## config.mk

```make
export PLATFORM = sky130hd
export DESIGN_NAME = clock_reset_sequencer
export DESIGN_NICKNAME = d
export VERILOG_FILES = /design/src/rtl/clock_reset_sequencer.sv
export SDC_FILE = /design/constraint.sdc
export NUM_CORES = 1
export LEC_CHECK = 0
export ABC_AREA = 1
export ABC_CLOCK_PERIOD_IN_PS = 5000
export BUFFER_PORTS_ARGS = -buffer_cell sky130_fd_sc_hd__clkbuf_2
export CORE_ASPECT_RATIO = 1.25
export CORE_MARGIN = 2
export CORE_UTILIZATION = 33
export CTS_BUF_LIST = sky130_fd_sc_hd__clkbuf_4 sky130_fd_sc_hd__clkbuf_8 sky130_fd_sc_hd__clkbuf_16
export CTS_CLUSTER_DIAMETER = 80
export DETAILED_ROUTE_END_ITERATION = 12
export HOLD_SLACK_MARGIN = 0.15
export PLACE_DENSITY = 0.61
export SYNTH_ARGS = -nofsm -noshare
export SYNTH_HDL_FRONTEND = slang
export SYNTH_SLANG_ARGS = --single-unit
```

## constraint.sdc

```tcl
create_clock -name clk -period 5 [get_ports clk]
set_clock_uncertainty 0.1 [all_clocks]
set_input_delay 0.25 -clock clk [delete_from_list [all_inputs] [get_ports clk]]
set_output_delay 0.25 -clock clk [all_outputs]
set_load 0.01 [all_outputs]
```

## src/rtl/clock_reset_sequencer.sv

```systemverilog
// -----------------------------------------------------------------------------
// clock_reset_sequencer
//
// Holds every downstream clock domain in reset until the PLL lock indication
// has been synchronized and seen stable, then releases the domain resets one
// at a time (domain 0 first) with a fixed gap between releases.  Loss of lock
// or a software reset request re-asserts all domain resets together.
//
// Ports:
//   clk           free-running reference clock
//   rstnn         asynchronous active-low reset
//   pll_locked    PLL lock indication, asynchronous to clk
//   sw_reset_req  level request for a full domain reset (clk-synchronous)
//   domain_rstnn  per-domain active-low resets, registered
//   all_released  high while in RUN, registered
//   seq_state     current FSM state encoding (debug)
//   lock_loss_cnt saturating count of lock-loss events
//
// Optional build macro:
//   CLOCK_RESET_SEQUENCER_LOCK_LOSS_COUNTER_EN
//     defined   : lock_loss_cnt counts RELEASE/RUN/HOLD -> WAIT_LOCK
//                 transitions, saturating at 255, cleared only by rstnn
//     undefined : lock_loss_cnt is tied to zero
// -----------------------------------------------------------------------------
module clock_reset_sequencer #(
   parameter int unsigned NUM_DOMAIN         = 3,
   parameter int unsigned SYNC_STAGES        = 2,
   parameter int unsigned LOCK_STABLE_CYCLES = 16,
   parameter int unsigned RELEASE_GAP        = 4,
   parameter int unsigned HOLD_CYCLES        = 8,
   parameter int unsigned CNT_WIDTH          = 16
) (
   input  logic                  clk,
   input  logic                  rstnn,
   input  logic                  pll_locked,
   input  logic                  sw_reset_req,
   output logic [NUM_DOMAIN-1:0] domain_rstnn,
   output logic                  all_released,
   output logic [2:0]            seq_state,
   output logic [7:0]            lock_loss_cnt
);

   localparam int unsigned IDX_W = (NUM_DOMAIN > 1) ? $clog2(NUM_DOMAIN) : 1;

   localparam logic [CNT_WIDTH-1:0] STABLE_LAST = CNT_WIDTH'(LOCK_STABLE_CYCLES - 1);
   localparam logic [CNT_WIDTH-1:0] GAP_LAST    = CNT_WIDTH'(RELEASE_GAP - 1);
   localparam logic [CNT_WIDTH-1:0] HOLD_LAST   = CNT_WIDTH'(HOLD_CYCLES - 1);
   localparam logic [IDX_W-1:0]     IDX_LAST    = IDX_W'(NUM_DOMAIN - 1);

   typedef enum logic [2:0] {
      WAIT_LOCK = 3'd0,
      STABILIZE = 3'd1,
      RELEASE   = 3'd2,
      RUN       = 3'd3,
      HOLD      = 3'd4
   } state_t;

   state_t                 state;
   logic [CNT_WIDTH-1:0]   cnt;
   logic [IDX_W-1:0]       idx;
   logic [SYNC_STAGES-1:0] sync_q;
   logic                   lock_s;

   // pll_locked is asynchronous; only the last stage of the chain is used.
   always_ff @(posedge clk or negedge rstnn) begin
      if (!rstnn) begin
         sync_q <= '0;
      end else begin
         sync_q <= {sync_q[SYNC_STAGES-2:0], pll_locked};
      end
   end

   assign lock_s    = sync_q[SYNC_STAGES-1];
   assign seq_state = state;

   always_ff @(posedge clk or negedge rstnn) begin
      if (!rstnn) begin
         state        <= WAIT_LOCK;
         cnt          <= '0;
         idx          <= '0;
         domain_rstnn <= '0;
         all_released <= 1'b0;
      end else begin
         case (state)
            WAIT_LOCK: begin
               domain_rstnn <= '0;
               all_released <= 1'b0;
               cnt          <= '0;
               if (lock_s) state <= STABILIZE;
            end

            STABILIZE: begin
               if (!lock_s) begin
                  state <= WAIT_LOCK;
                  cnt   <= '0;
               end else if (sw_reset_req) begin
                  state        <= HOLD;
                  cnt          <= '0;
                  domain_rstnn <= '0;
               end else if (cnt == STABLE_LAST) begin
                  state        <= RELEASE;
                  cnt          <= '0;
                  idx          <= '0;
                  domain_rstnn <= NUM_DOMAIN'(1);
               end else begin
                  cnt <= cnt + 1'b1;
               end
            end

            RELEASE, RUN, HOLD: begin
               // Lock loss outranks a simultaneous software request.
               if (!lock_s) begin
                  state        <= WAIT_LOCK;
                  cnt          <= '0;
                  domain_rstnn <= '0;
                  all_released <= 1'b0;
               end else if (sw_reset_req && state != HOLD) begin
                  state        <= HOLD;
                  cnt          <= '0;
                  domain_rstnn <= '0;
                  all_released <= 1'b0;
               end else if (state == RELEASE) begin
                  if (cnt == GAP_LAST) begin
                     cnt <= '0;
                     if (idx == IDX_LAST) begin
                        state        <= RUN;
                        all_released <= 1'b1;
                     end else begin
                        idx          <= idx + 1'b1;
                        // Shifting a one in keeps release strictly in index order.
                        domain_rstnn <= (domain_rstnn << 1) | NUM_DOMAIN'(1);
                     end
                  end else begin
                     cnt <= cnt + 1'b1;
                  end
               end else if (state == HOLD) begin
                  domain_rstnn <= '0;
                  if (cnt == HOLD_LAST) begin
                     // Counter parks here while the request is still held.
                     if (!sw_reset_req) begin
                        state <= STABILIZE;
                        cnt   <= '0;
                     end
                  end else begin
                     cnt <= cnt + 1'b1;
                  end
               end
            end

            default: begin
               state        <= WAIT_LOCK;
               cnt          <= '0;
               idx          <= '0;
               domain_rstnn <= '0;
               all_released <= 1'b0;
            end
         endcase
      end
   end

`ifdef CLOCK_RESET_SEQUENCER_LOCK_LOSS_COUNTER_EN
   logic lock_loss_evt;

   assign lock_loss_evt = !lock_s && (state == RELEASE || state == RUN || state == HOLD);

   always_ff @(posedge clk or negedge rstnn) begin
      if (!rstnn) begin
         lock_loss_cnt <= '0;
      end else if (lock_loss_evt && lock_loss_cnt != 8'hFF) begin
         lock_loss_cnt <= lock_loss_cnt + 8'd1;
      end
   end
`else
   assign lock_loss_cnt = '0;
`endif

endmodule

```

==> metrics.md, run 1 <==
| Metric | Value |
|---|---|
| Die area | 0.00658 mm2 |
| Pwr/cell area | 349 mW/mm2 |
| Status | finished clean |
| CP startpoint | cnt[0]$_DFFE_PN0P_ |
| Worst setup path class | reg -> reg |
| Peak Freq | 0.530 GHz |
| Syn Inst Count | 269 |
| Clock tree buffer depth | 2 |
| Tot GR Track Use | 13.5% |
| Most frequent cells in the layout | 74 x nand2_1, 35 x nor2_1, 27 x dfrtp_1, 23 x inv_1, 12 x nand3_1 |
| Postcts setup bufs | 0 |
| Clk_lat worst skew | 0.28 ns |
| Mapped Area | 0.00196 mm2 |
| Worst hold stages | 3 |
| Asr flop ratio synth | 100% |
| Final slew viol count | 0 |
| RSZ-0062 raised after global routing | false |
| DRT Pass-1 Iters | 4 |
| Wire length per cell | 11.5 um |
| Required time worst endpoint | 5.11 ns |
| Post-synthesis sequential area ratio | 34.5% |
| Data arrival, critical path | 2.00 ns |
| Tcrit/Tclk final | 37.7% |
| Gr ovfl total | 0 |
| Worst Tran Pin Value | 0.696 ns |
| DR iter-0 viols | 41 |
| Max Cap Violations | 0 |
| I/O Buffers | 10 |
| Tmin final | 1.89 ns |
| DPL Wire Length | 3090 um |
| Post-route antenna net violation count | 0 |
| Routed vias/inst | 4.74 |
| Vias in the first global route | 1,573 |
| Leak | 1.00 nW |
| Non-filler instance count after layout | 348 |
| Reg clk slew, reported paths | 0.10 ns |
| Initial Util | 33.9% |
| Inst Count DP | 342 |
| Top FF cell, synth | dfrtp_1 |
| R2R depth | 12 |
| Final Hold Fails | 0 |
| Setup Viol. Count Final | 0 |
| Setup crit end | cnt[5]$_DFFE_PN0P_ |
| Chip width | 72.9 um |
| Final Util | 36.4% |
| Initial antenna violation count | 0 |
| Sink Count | 27 |
| Core area | 0.00578 mm2 |
| Num CTS Buffers | 3 |
| Die Ht | 90.2 um |
| Row count | 31 |
| Post-CTS sizing | 0 |
| CTS H-Tree Depth | 1 |
| Pin count of the biggest net entering global routing | 28 |
| Seq cells post-synth | 27 |
| Crit path capture type | register |
| Setup tns final | 0 ns |
| Syn avg cell area | 7.29 um2 |
| Layout cell share with drive strength beyond 1 | 20.6% |
| Critical Path Source Type | register |
| # DRC | 0 |
| Clk root buf | clkbuf_8 |
| Worst slew margin | 53.6% |
| ANT cells | 0 |
| GP Congestion | 0.875 |
| Detailed-route via count | 1,651 |
| First-pass GRT wire length | 7130 um |
| Yosys cell types | 33 |
| Worst min path class | in -> reg |
| Drt total wl | 4010 um |
| Peak VDD IR | 0.111 mV |
| Worst r2r src | cnt[0]$_DFFE_PN0P_ |
| Share of the synthesized area in the top cell type | 34.5% |
| EDFF count, synth | 0 |
| Area growth from synthesis to layout | 7.21% |
| RR Endpoint | cnt[5]$_DFFE_PN0P_ |
| Leading cell type in the layout, fill and taps excluded | nand2_1 |
| Reg2reg setup slack | 3.11 ns |
| Final #Nets | 290 |
| Crit Path Max Fanout | 15 |
| Area contributors post-synth | dfrtp_1 34%, nand2_1 14%, nor2_1 6.7% |
| Yosys warns | 0 |
| CTS tree | yes |
| Cell accounting for the most synthesized area | dfrtp_1 |
| I/O Pins | 19 |
-- state kept, by name, indices dropped and copies added, names as in the netlist --
signal / count
idx: 2
sync_q: 2
seq_state: 3
all_released: 1
cnt: 16
domain_rstnn: 3
-- report_power, final --
group | internal, W | switching, W | total [W]
clock network | 0.0000626 | 0.0000705 | 0.000133
registers | 0.000243 | 0.0000366 | 0.000279
logic | 0.000102 | 0.000219 | 0.000321
total | 0.000407 | 0.000326 | 0.000734
-- worst max-delay path, stage by stage, from the launching register on --
cell      delay, ns
dfrtp_1        0.43
ha_1           0.25
nand2_2        0.12
clkinv_2       0.09
nand2_2        0.08
nor2_4         0.04
nand3_4        0.13
nand2_8        0.12
inv_2          0.19
nand2_1        0.07
nand2_1        0.06
nand2_1        0.06
nor2_2         0.07
-- cells by family after synthesis --
group / share of synthesized area, %
other cells: 0.191
flops: 34.5
simple gates: 45.9
buf+inv: 10.8
xor+xnor: 0.447
compound gates: 6.32
fa+ha+maj: 1.91
-- final cells by class --
class / instances / area [um2]
multi-input combinational: 206 / 1100
inverter: 33 / 125
timing repair buffer: 12 / 70.1
sequential: 27 / 676
fill: 636 / 3680
tap: 66 / 82.6
clock buffer: 4 / 48.8
-- per-layer routing --
layer	vias up	track usage (%)	routed length (um)
li1	862	-	-
met1	753	17.2	1780
met2	29	23.0	2050
met3	7	1.91	124
met4	0	4.32	58
met5	-	0	0
-- per-stage QoR --
step	hold WS, ns	total power (W)	area (um2)	setup slack [ns]
2_1_floorplan	-0.146	0.000536	1990	3.32
3_3_place_gp	0.237	0.000607	2030	3.16
3_5_place_dp	0.243	0.000606	2030	3.14
4_1_cts	0.210	0.000743	2100	3.11
5_1_grt	0.219	0.000808	2100	2.97
6_report	0.212	0.000734	2100	3.11
-- synth_stat cells, types with 5 or more instances --
library cell and count:
nand2_1 74, nor2_1 35, dfrtp_1 27, inv_1 23
nand3_1 12, inv_2 9, nand2_2 9, o21ai_0 9
buf_4 8, nand4_1 7, nor3_1 7, nand3_2 6
nor2_2 6, o21ai_1 5
-- how the worst min path moves through the flow --
stage	start	endpoint	slack, ns
4_1_cts	sw_reset_req	seq_state[2]$_DFFE_PN0P_	0.21
3_5_place_dp	sync_q[0]$_DFF_PN0_	sync_q[1]$_DFF_PN0_	0.24
2_1_floorplan	rstnn	all_released$_DFFE_PN0P_	-0.15
6_report	sw_reset_req	seq_state[2]$_DFFE_PN0P_	0.21
5_1_grt	sw_reset_req	seq_state[2]$_DFFE_PN0P_	0.22
3_3_place_gp	rstnn	seq_state[0]$_DFFE_PN0P_	0.24
-- repair_timing --
action                                 CTS  global route
endpoints found under the hold margin   28             0
hold buffers                             2             0
setup endpoints to repair                0             0
(Power assumes the default switching activity.)
==> inputs of run 2 (changes only) <==
--- a/config.mk
+++ b/config.mk
@@ -6,7 +6,7 @@
 export NUM_CORES = 1
 export LEC_CHECK = 0
 export ABC_AREA = 1
-export ABC_CLOCK_PERIOD_IN_PS = 5000
+export ABC_CLOCK_PERIOD_IN_PS = 1860
 export BUFFER_PORTS_ARGS = -buffer_cell sky130_fd_sc_hd__clkbuf_2
 export CORE_ASPECT_RATIO = 1.25
 export CORE_MARGIN = 2
==> constraint.sdc (replaced) <==
create_clock -name clk -period 1.86 [get_ports clk]
set_clock_uncertainty 0.1 [all_clocks]
set_input_delay 0.093 -clock clk [delete_from_list [all_inputs] [get_ports clk]]
set_output_delay 0.093 -clock clk [all_outputs]
set_load 0.01 [all_outputs]
==> run 2 against run 1 <==
Compared with the run above: critical path depth down 2; worst setup slack got worse by 3.1 ns; utilization increased by 2.3 points; global-route usage increased by 0.19 points; final cell count up 3.4%; clock power rose to 2.6 times the previous value; total power grew to 2.8 times the previous value; critical path type unchanged; largest cell class unchanged.
==> metrics.md, run 2 (same netlist as run 1, synthesis figures left out) <==
| Metric | Value |
|---|---|
| Vias in the first global route | 1,613 |
| Final #Nets | 302 |
| First-pass GRT wire length | 7280 um |
| Clock tree buffer depth | 2 |
| Worst min path class | reg -> reg |
| Final Hold Fails | 0 |
| Num CTS Buffers | 3 |
| Setup WS pre-CTS | 0.0413 ns |
| GP Congestion | 0.864 |
| Final slew viol count | 0 |
| Area of the multi-input gates | 0.00114 mm2 |
| Worst setup path class | reg -> reg |
| Setup Viol. Count Final | 0 |
| Status | finished clean |
| Gr ovfl total | 0 |
| Post-route antenna net violation count | 0 |
| Sink Count | 27 |
| Tmin final | 1.81 ns |
| Data arrival, critical path | 1.88 ns |
| Peak Freq | 0.553 GHz |
| Pin count of the biggest net entering global routing | 28 |
| Critical Path Source Type | register |
| # fillers | 623 |
| Reg area | 678 um2 |
| Detailed-route via count | 1,701 |
| Clk_lat worst skew | 0.27 ns |
| Pwr/cell area | 931 mW/mm2 |
| I/O Pins | 19 |
| Max Cap Violations | 0 |
| Chip width | 72.9 um |
| Die Ht | 90.2 um |
| DR iter-0 viols | 78 |
| Reg with most FFs | cnt |
| Core area | 0.00578 mm2 |
| Leading cell type in the layout, fill and taps excluded | nand2_1 |
| Crit Path Max Fanout | 8 |
| Row count | 31 |
| Worst Tran Pin Value | 0.704 ns |
| Peak VDD IR | 0.318 mV |
| Final worst-path setup slack | 0.0527 ns |
| Crit path capture type | register |
| I/O Buffers | 10 |
| Leak | 1.07 nW |
| Drt total wl | 4240 um |
| Worst slew margin | 53.1% |
| Initial Util | 33.9% |
| ANT cells | 0 |
| Largest register FFs | 16 |
| Layout cell share with drive strength beyond 1 | 25.9% |
| DPL Wire Length | 3120 um |
| CTS tree | yes |
| DRT Pass-1 Iters | 4 |
| Clk root buf | clkbuf_8 |
| # DRC | 0 |
| Final Util | 38.7% |
| CTS H-Tree Depth | 1 |
| RSZ-0062 raised after global routing | true |
| Die area | 0.00658 mm2 |
| Reg clk slew, reported paths | 0.09 ns |
| Tot GR Track Use | 13.7% |
| Most frequent cells in the layout | 72 x nand2_1, 33 x nor2_1, 25 x dfrtp_1, 23 x inv_1, 12 x nand3_1 |
| Area growth from synthesis to layout | 14.1% |
| Setup tns final | 0 ns |
| Wire length per cell | 11.8 um |
| Required time worst endpoint | 1.93 ns |
| Routed vias/inst | 4.73 |
| Tcrit/Tclk final | 97.2% |
| Initial antenna violation count | 0 |
## run 2: worst paths after layout
| kind | from | to | slack, ns | cells after the start |
|---|---|---|---|---|
| max | cnt[0]$_DFFE_PN0P_ | cnt[7]$_DFFE_PN0P_ | 0.05 | 10 |
| min | sync_q[0]$_DFF_PN0_ | sync_q[1]$_DFF_PN0_ | 0.26 | 0 |
| max reg2reg | cnt[0]$_DFFE_PN0P_ | cnt[7]$_DFFE_PN0P_ | 0.05 | 10 |
| min reg2reg | sync_q[0]$_DFF_PN0_ | sync_q[1]$_DFF_PN0_ | 0.26 | 0 |
| max in group asynchronous | rstnn | seq_state[1]$_DFFE_PN0P_ | 0.88 | 2 |
| min in group asynchronous | rstnn | seq_state[2]$_DFFE_PN0P_ | 0.29 | 2 |
## run 2: timing repair
item                       CTS  global route
setup endpoints to repair    0            22
hold endpoints to repair    29             0
resized for setup            0            11
hold buffers                 3             0
buffers inserted             0             6
## run 2: per-stage QoR
| stage | power (W) | area (um2) | hold slack (ns) | instances |
|---|---|---|---|---|
| after floorplan | 0.00144 | 1990 | -0.303 | 276 |
| after global placement | 0.00164 | 2060 | 0.0777 | 346 |
| after detailed placement | 0.00165 | 2060 | 0.0858 | 346 |
| after CTS | 0.00202 | 2140 | 0.261 | 353 |
| after global routing | 0.00229 | 2240 | 0.267 | 360 |
| final | 0.00208 | 2240 | 0.257 | 360 |
## run 2: final cells by class
class	instances	share of cell area (%)
inverters	33	5.70
flip-flops and latches	27	30.3
repair buffers	23	6.94
clock buffers	4	2.18
multi-input cells	207	51.2
well taps	66	3.69
## run 2: per-layer routing
metal / global-route usage (%) / vias up / wire length, um / part of all wire [%]
met5: 0 / - / 0 / 0
met4: 4.48 / 0 / 65 / 1.5
met3: 2.02 / 7 / 88 / 2.1
met2: 23.6 / 17 / 2220 / 52
met1: 17.1 / 788 / 1870 / 44
li1: - / 889 / - / -
## run 2: critical path: stages, from the launching register on
cell and delay, ns:
dfrtp_1 0.45, ha_4 0.18, nand2_2 0.08, nor2_4 0.10, inv_1 0.04, nor2_1 0.07, nand2_1 0.10, nand2_2 0.15
nand3_4 0.14, nor2_8 0.21, nor2_1 0.07
## run 2: report_power, final
group          switching, W  internal [W]
sequential        0.0000937      0.000657
clock              0.000183      0.000168
combinational      0.000639      0.000341
total              0.000915       0.00117
==> inputs of run 3 (changes only) <==
--- a/config.mk
+++ b/config.mk
@@ -8,6 +8,8 @@
 export ABC_AREA = 1
 export ABC_CLOCK_PERIOD_IN_PS = 1860
 export BUFFER_PORTS_ARGS = -buffer_cell sky130_fd_sc_hd__clkbuf_2
+export CELL_PAD_IN_SITES_DETAIL_PLACEMENT = 1
+export CELL_PAD_IN_SITES_GLOBAL_PLACEMENT = 1
 export CORE_ASPECT_RATIO = 1.25
 export CORE_MARGIN = 2
 export CORE_UTILIZATION = 33
@@ -15,7 +17,8 @@
 export CTS_CLUSTER_DIAMETER = 80
 export DETAILED_ROUTE_END_ITERATION = 12
 export HOLD_SLACK_MARGIN = 0.15
-export PLACE_DENSITY = 0.61
+export PLACE_DENSITY = 0.75
+export RECOVER_POWER = 25
 export SYNTH_ARGS = -nofsm -noshare
 export SYNTH_HDL_FRONTEND = slang
 export SYNTH_SLANG_ARGS = --single-unit
==> run 3 against run 2 <==
Compared with the run above: combinational power up 9%; via count grew 3.9%; worst setup slack worse by 0.020 ns; sequential cell count is the same; wire length is 20% higher; final area up 5.2%; sequential power decreased by 0.7%; critical endpoint is now cnt[2]$_DFFE_PN0P_; utilization up 2.0 points; critical path depth up 1; highest routed layer unchanged; largest power group unchanged.
==> metrics.md, run 3 (same netlist as run 1, synthesis figures left out) <==
| Metric | Value |
|---|---|
| Status | finished clean |
| Leak | 1.12 nW |
| DR iter-0 viols | 16 |
| DPL Wire Length | 3740 um |
| Final #Nets | 311 |
| R2R depth | 11 |
| P_int | 0.00120 W |
| # DRC | 0 |
| Reg with most FFs | cnt |
| Final Util | 40.7% |
| Layout cell share with drive strength beyond 1 | 30.7% |
| Setup Viol. Count Final | 0 |
| CTS tree | yes |
| Critical Path Source Type | register |
| Initial Util | 33.9% |
| Combinational power share | 48.9% |
| Pwr/cell area | 928 mW/mm2 |
| Worst slew margin | 52.7% |
| Vias in the first global route | 1,905 |
| Peak Freq | 0.547 GHz |
| Max Cap Violations | 0 |
| Initial antenna violation count | 0 |
| First-pass GRT wire length | 8580 um |
| Gr ovfl total | 0 |
| Clock share of power | 17.0% |
| Clk root buf | clkbuf_8 |
| Clock tree buffer depth | 2 |
| Net Sw Frac | 45.1% |
| Tmin final | 1.83 ns |
| Detailed-route via count | 1,768 |
| Net switching power | 0.000986 W |
| Num CTS Buffers | 3 |
| Data arrival, critical path | 1.89 ns |
| Worst Tran Pin Value | 0.709 ns |
| Tot GR Track Use | 16.2% |
| Crit Path Max Fanout | 4 |
| Worst min path class | reg -> reg |
| ANT cells | 0 |
| Largest register FFs | 16 |
| Most frequent cells in the layout | 70 x nand2_1, 28 x nor2_1, 24 x dfrtp_1, 22 x inv_1, 19 x buf_4 |
| Drt total wl | 5100 um |
| Seq pwr share | 34.2% |
| Post-route antenna net violation count | 0 |
| Leading cell type in the layout, fill and taps excluded | nand2_1 |
| Tcrit/Tclk final | 98.2% |
| Routed vias/inst | 4.79 |
| Final Hold Fails | 0 |
| Final slew viol count | 0 |
| I/O Buffers | 10 |
| DRT Pass-1 Iters | 4 |
| # fillers | 716 |
| Worst hold stages | 0 |
| Area growth from synthesis to layout | 20.0% |
| GP Congestion | 0.822 |
| Die area | 0.00658 mm2 |
| Die Ht | 90.2 um |
| Row count | 31 |
| Crit path capture type | register |
| Reg clk slew, reported paths | 0.09 ns |
| Required time worst endpoint | 1.92 ns |
| Pin count of the biggest net entering global routing | 28 |
| I/O Pins | 19 |
| Core area | 0.00578 mm2 |
| Final hold slack | 0.260 ns |
| Chip width | 72.9 um |
| Peak VDD IR | 0.341 mV |
| Sink Count | 27 |
| CTS H-Tree Depth | 1 |
| Clk_lat worst skew | 0.29 ns |
| Wire length per cell | 13.8 um |
| Worst setup path class | reg -> reg |
[run 3: cell types whose count changed in the layout (fill, tap and decap cells not counted), sizes merged]
cell / previous run / this run
buf: 10 / 19
[run 3: layout make-up]
cell class / count / area (um2) / share of cell area (%)
multi-input combinational: 207 / 1200 / 51.0
timing repair buffer: 32 / 218 / 9.25
sequential: 27 / 679 / 28.9
inverter: 33 / 125 / 5.32
tap: 66 / 82.6 / 3.51
clock buffer: 4 / 48.8 / 2.07
[run 3: path summary, 6_finish.rpt]
| path | from | to | slack, ns |
|---|---|---|---|
| worst min-delay path | sync_q[0]$_DFF_PN0_ | sync_q[1]$_DFF_PN0_ | 0.26 |
| worst max-delay path | cnt[1]$_DFFE_PN0P_ | cnt[2]$_DFFE_PN0P_ | 0.03 |
| min in group asynchronous | rstnn | all_released$_DFFE_PN0P_ | 0.28 |
| worst min register to register | sync_q[0]$_DFF_PN0_ | sync_q[1]$_DFF_PN0_ | 0.26 |
| max in group asynchronous | rstnn | cnt[4]$_DFFE_PN0P_ | 0.88 |
| worst max register to register | cnt[1]$_DFFE_PN0P_ | cnt[2]$_DFFE_PN0P_ | 0.03 |
[run 3: what timing repair did]
| action | CTS | global route |
|---|---|---|
| gates resized for setup | 0 | 27 |
| hold buffers | 3 | 0 |
| setup buffers | 0 | 10 |
| endpoints found under the setup margin | 0 | 21 |
| endpoints found under the hold margin | 29 | 0 |
[run 3: critical path, cell delays in order, from the launching register on]
cell and delay [ns]:
dfrtp_1 0.42, ha_4 0.18, nand2_4 0.06, nor2_4 0.15, inv_2 0.04, nor2_2 0.10, nand2_2 0.07, nand2_2 0.13
buf_4 0.14, nand3_4 0.09, nand2_1 0.11, o21ai_0 0.10
[run 3: metal layers]
| layer | wire length [um] | part of all wire (%) | up-vias | global-route usage [%] |
|---|---|---|---|---|
| met5 | 0 | 0 | - | 0 |
| met4 | 95 | 1.9 | 0 | 4.63 |
| met3 | 100 | 2.0 | 7 | 2.80 |
| met2 | 2760 | 54 | 19 | 30.2 |
| met1 | 2140 | 42 | 833 | 18.3 |
| li1 | - | - | 909 | - |
[run 3: through the flow]
stage | power (W) | area [um2] | instances | TNS (ns) | worst slack, ns
floorplan | 0.00144 | 1990 | 276 | 0 | 0.184
global placement | 0.00170 | 2100 | 351 | 0 | 0.0975
detailed placement | 0.00174 | 2100 | 351 | 0 | 0.0181
CTS | 0.00212 | 2180 | 358 | 0 | 0.00201
global route | 0.00238 | 2350 | 369 | -0.361 | -0.0404
finish | 0.00218 | 2350 | 369 | 0 | 0.0332
[run 3: power groups by stage]
stage          registers, W  clock network (W)  logic [W]
6_report           0.000746           0.000371    0.00107
5_1_grt            0.000758           0.000407    0.00121
2_1_floorplan      0.000763                  0   0.000677
4_1_cts            0.000739           0.000383   0.000999
3_3_place_gp       0.000743                  0   0.000961
3_5_place_dp       0.000750                  0   0.000989
